==> config.mk <==
export PLATFORM = sky130hd
export DESIGN_NAME = pr_read_sequencer
export DESIGN_NICKNAME = d
export VERILOG_FILES = /design/src/rtl/pr_read_sequencer.sv
export SDC_FILE = /design/constraint.sdc
export NUM_CORES = 1
export LEC_CHECK = 0
export CAP_MARGIN = 20
export CORE_ASPECT_RATIO = 0.5
export CORE_MARGIN = 4
export CORE_UTILIZATION = 35
export DETAILED_ROUTE_END_ITERATION = 8
export SKIP_LAST_GASP = 1
export SYNTH_ARGS = -nofsm -noshare
export SYNTH_HDL_FRONTEND = slang
export SYNTH_SLANG_ARGS = --single-unit
==> constraint.sdc <==
create_clock -name clk -period 10.1 [get_ports clk]
set_input_delay 1.01 -clock clk [delete_from_list [all_inputs] [get_ports clk]]
set_output_delay 1.01 -clock clk [all_outputs]
set_load 0.1 [all_outputs]
==> src/rtl/pr_read_sequencer.sv <==
// pr_read_sequencer: splits an element range into line reads and drains each line from the read buffer.
// Ports: clk/rst_n (sync, active-low); req_* range request handshake; mem_rd_* line read request;
//        mem_rsp_valid line arrival; buf_* read-buffer control; out_* element stream with last;
//        done completion pulse; busy while not idle.
// Optional: define PR_SEQ_STATS_EN to add stat_lines / stat_stall saturating counters.
module pr_read_sequencer #(
    parameter int FULL_WIDTH = 512,
    parameter int WIDTH      = 64,
    parameter int IDX_W      = 32,
    parameter int ADDR_W     = 32
) (
    input  logic              clk,
    input  logic              rst_n,
    input  logic              req_valid,
    output logic              req_ready,
    input  logic [IDX_W-1:0]  req_start,
    input  logic [IDX_W-1:0]  req_end,
    output logic              mem_rd_valid,
    input  logic              mem_rd_ready,
    output logic [ADDR_W-1:0] mem_rd_addr,
    input  logic              mem_rsp_valid,
    output logic              buf_load,
    output logic [7:0]        buf_base,
    output logic [7:0]        buf_bounds,
    input  logic              buf_oready,
    output logic              buf_pop,
    output logic              out_valid,
    input  logic              out_ready,
    output logic              out_last,
    output logic              done,
    output logic              busy
`ifdef PR_SEQ_STATS_EN
    ,
    output logic [31:0]       stat_lines,
    output logic [31:0]       stat_stall
`endif
);
    localparam int ELEMS = FULL_WIDTH / WIDTH;
    localparam int LOG   = $clog2(ELEMS);

    typedef enum logic [2:0] {IDLE, ISSUE, WAIT_RSP, LOAD, DRAIN} state_t;

    state_t           state;
    logic [IDX_W-1:0] cur_idx, end_idx, line_cnt, rem;
    logic             last_line;
    logic [IDX_W-1:0] off, avail, left, cnt;

    // Elements of the current line: limited by both the line end and the request end.
    always_comb begin
        off   = cur_idx & IDX_W'(ELEMS - 1);
        avail = IDX_W'(ELEMS) - off;
        left  = end_idx - cur_idx;
        cnt   = left < avail ? left : avail;
    end

    assign req_ready    = state == IDLE;
    assign busy         = state != IDLE;
    assign mem_rd_valid = state == ISSUE;
    assign mem_rd_addr  = ADDR_W'(cur_idx >> LOG);
    assign buf_load     = state == WAIT_RSP && mem_rsp_valid;
    assign out_valid    = state == DRAIN && buf_oready;
    assign buf_pop      = out_valid && out_ready;
    assign out_last     = out_valid && rem == IDX_W'(1) && last_line;

    always_ff @(posedge clk) begin
        if (!rst_n) begin
            state      <= IDLE;
            cur_idx    <= '0;
            end_idx    <= '0;
            line_cnt   <= '0;
            rem        <= '0;
            last_line  <= 1'b0;
            buf_base   <= '0;
            buf_bounds <= '0;
            done       <= 1'b0;
        end else begin
            done <= 1'b0;
            case (state)
                IDLE: if (req_valid) begin
                    cur_idx <= req_start;
                    end_idx <= req_end;
                    if (req_end <= req_start) done <= 1'b1;
                    else state <= ISSUE;
                end
                ISSUE: if (mem_rd_ready) begin
                    state      <= WAIT_RSP;
                    buf_base   <= off[7:0];
                    buf_bounds <= off[7:0] + cnt[7:0];
                    line_cnt   <= cnt;
                    rem        <= cnt;
                    last_line  <= cur_idx + cnt == end_idx;
                end
                WAIT_RSP: if (mem_rsp_valid) state <= LOAD;
                // Buffer registers its element count this cycle; popping waits for DRAIN.
                LOAD: state <= DRAIN;
                DRAIN: if (buf_pop) begin
                    rem <= rem - IDX_W'(1);
                    if (rem == IDX_W'(1)) begin
                        cur_idx <= cur_idx + line_cnt;
                        state   <= last_line ? IDLE : ISSUE;
                        done    <= last_line;
                    end
                end
                default: state <= IDLE;
            endcase
        end
    end

`ifdef PR_SEQ_STATS_EN
    always_ff @(posedge clk) begin
        if (!rst_n) begin
            stat_lines <= '0;
            stat_stall <= '0;
        end else begin
            if (mem_rd_valid && mem_rd_ready && stat_lines != '1) stat_lines <= stat_lines + 32'd1;
            if (out_valid && !out_ready && stat_stall != '1) stat_stall <= stat_stall + 32'd1;
        end
    end
`endif

    // A new line must never land on a buffer that still holds elements.
    rsp_into_full_buffer: assert property (@(posedge clk) disable iff (!rst_n)
        !(state == WAIT_RSP && mem_rsp_valid && buf_oready));
endmodule

==> results.json <==
{
  "synth_compound_area_share_pct": 26.7,
  "synth_edf_count": 0,
  "timing.rr.end": "last_line",
  "fin_crit_sh_pct": 81.8,
  "viasPerCell": 5.69,
  "reg2reg_from": "cur_idx[1]",
  "status": "finished clean",
  "post-cts-setup-buffers": 0,
  "max_freq_mhz": 121,
  "tns_ns": 0,
  "coreArea_um2": 36100,
  "p_leak_nw": 6.19,
  "numCtsBuffers": 17,
  "synth_area_um2": 12900,
  "cts-resized-gates": 0,
  "hp-start": "line_cnt[0]",
  "relSlewSlack_pct": 25.5,
  "finalClockSkew_ns": 0.0128,
  "setup_violations": 0,
  "synth_xor_area_share_pct": 5.90,
  "grtUsageTotal_pct": 22.5,
  "synthAdderAreaFrac_pct": 13.3,
  "ant_nets": 0,
  "grt.overflow.total": 0,
  "grt_pass1_vias": 12000,
  "syn2layout_area_growth_pct": 15.9,
  "cts_tree": "yes",
  "synth_top_area_share_pct": 22.4,
  "nNetsFinal": 2016,
  "syn_inst": 1743,
  "die_w_um": 279,
  "syn_avg_cell_area_um2": 7.39,
  "reg2reg_depth": 28,
  "crit_type": "reg2reg",
  "finalWirelength_mm": 46.4,
  "grt_pass1_wl_mm": 70.4,
  "die_y_um": 144,
  "drv_slew": 0,
  "ys_warn_count": 0,
  "whs_path_depth": 2,
  "cp_slowest_stage_delay_ns": 0.56,
  "start_util_pct": 35.7,
  "worst_hold_path_type": "reg2reg",
  "dieArea_um2": 40100,
  "place_congestion": 0.981,
  "cp.required_ns": 10.50,
  "drt_iter0_drc": 1347,
  "drive_gt1_share_pct": 4.06,
  "insertion_delay_ns": 0.45,
  "crit_slowest_cell": "or4_4",
  "synth.cells.most_frequent": "nand2_1, a21oi_1, dfxtp_1, nor2_1, ha_1",
  "synth_simple_gate_area_share_pct": 22.8,
  "startpoint_type": "flip-flop",
  "critPathMaxFanout": 7,
  "power_mw": 2.19,
  "fin_crit_ns": 8.26,
  "dp_hpwl_mm": 36.8,
  "io_pins": 127,
  "grtUsageMet3_pct": 3.02,
  "fin_util_pct": 41.3,
  "clk_pin_slew_ns": 0.07,
  "rows": 49,
  "synth_top_family_by_area": "compound AO/OA/AOI/OAI gates",
  "htree_levels": 4,
  "synth_most_common_cell": "nand2_1",
  "pre_cts_ws_ns": 1.88,
  "muxShareOfSynthArea_pct": 1.43,
  "synth_cell_types": 78,
  "wire_per_inst_um": 20.1,
  "final_hold_viol_count": 0,
  "ys_async_sr_fraction_pct": 0,
  "peakVddDrop_uv": 121,
  "use_met1_pct": 31.2,
  "rrSetupSlack_ns": 1.84,
  "drc_errors": 0,
  "io_buffers": 118,
  "arrival_ns": 8.66,
  "busiest_layer": "met2",
  "grt_setup_unrepaired": "no",
  "vias": 13100,
  "yosysTopAreaCell": "dfxtp_1",
  "cts-root-buf": "clkbuf_16",
  "dp.cells": 2274,
  "cp-end-kind": "flip-flop",
  "use_met2_pct": 36.7,
  "drt-pass1-iter-count": 6,
  "antenna_found_initial": 2,
  "fin_cells": 2308,
  "ys_ff_latch": 144,
  "cts.sinks": 144,
  "ys.flop_type": "dfxtp_1",
  "postCtsHoldBufs": 0,
  "cts.path.max_buffers": 2,
  "grt_max_degree": 59,
  "power_density_nw_per_um2": 146,
  "cap_violations": 0,
  "yosysSeqAreaShare_pct": 22.4,
  "synth_area_leaders": "dfxtp_1, ha_1, a21oi_1, nand2_1, nor2_1",
  "layout_setup_ws_ns": 1.84,
  "min_to": "line_cnt[0]",
  "tightest_slew_ns": 1.11
}
## registers in the layout, indices dropped and copies added, names as in the netlist
signal,count
cur_idx,32
end_idx,32
line_cnt,32
rem,32
buf_bounds,8
buf_base,3
state,3
done,1
last_line,1
## routing by layer
| metal | part of all wire [%] | vias up | wire (um) |
|---|---|---|---|
| li1 | - | 6412 | - |
| met1 | 47 | 6226 | 21600 |
| met2 | 45 | 413 | 20700 |
| met3 | 6.0 | 78 | 2790 |
| met4 | 2.9 | 0 | 1350 |
| met5 | 0 | - | 0 |
## cell type report
type,instances,area (um^2)
Antenna cell,1,2.50
Timing Repair Buffer,132,1310
Sequential cell,144,2880
Clock inverter,13,128
Multi-Input combinational cell,1418,9190
Clock buffer,19,453
Fill cell,3752,21200
Tap cell,484,606
Inverter,97,364
## layout by cell type (no fill, tap or decap), types with 29 or more instances in the layout
cell type        instances
and2_1                  43
a21oi_1                174
conb_1                  35
inv_1                   96
o21a_1                  29
clkdlybuf4s50_1        118
o21ai_0                 85
nand4_1                 39
nor2_1                 142
dfxtp_1                143
nor3_1                  48
xnor2_1                 57
nand2_1                210
a21o_1                  38
ha_1                   132
## per-stage QoR
| stage | area, um^2 | hold WS, ns |
|---|---|---|
| floorplan | 13000 | 0.427 |
| finish | 14900 | 0.450 |
| detailed placement | 14300 | 0.440 |
| global placement | 14300 | 0.443 |
| global route | 14900 | 0.481 |
| CTS | 14900 | 0.452 |
## worst max path at each step
stage	slack, ns	to	from
floorplan	2.91	last_line	cur_idx[1]
global placement	2.02	last_line	cur_idx[1]
detailed placement	1.88	last_line	cur_idx[1]
CTS	1.84	last_line	cur_idx[1]
global route	1.39	last_line	cur_idx[1]
finish	1.84	last_line	cur_idx[1]
## where the power goes
part,switching (mW),internal [mW]
registers,0.0477,0.593
clock network,0.278,0.356
logic,0.590,0.322
## logic make-up (layout without fill, tap and decap cells)
| family | after synthesis | in the layout |
|---|---|---|
| AO/OA/AOI/OAI | 530 | 530 |
| XOR/XNOR | 86 | 86 |
| adder cells (fa/ha/maj) | 135 | 135 |
| buffers and inverters | 215 | 261 |
| flip-flops | 144 | 144 |
| multiplexers | 18 | 18 |
| other | 1 | 36 |
| AND/OR/NAND/NOR | 614 | 614 |
## worst max-delay path: cells and delay by family (launching register included)
family	cells	cell delay [ns]
and+or+nand+nor	12	3.79
AOI/OAI and AO/OA	9	2.04
adders and majority gates	4	1.27
DFF	1	0.50
muxes	1	0.24
buffers and inverters	1	0.20
xor gates and xnor gates	1	0.18
Note: power is estimated with default switching activity, not from simulation.
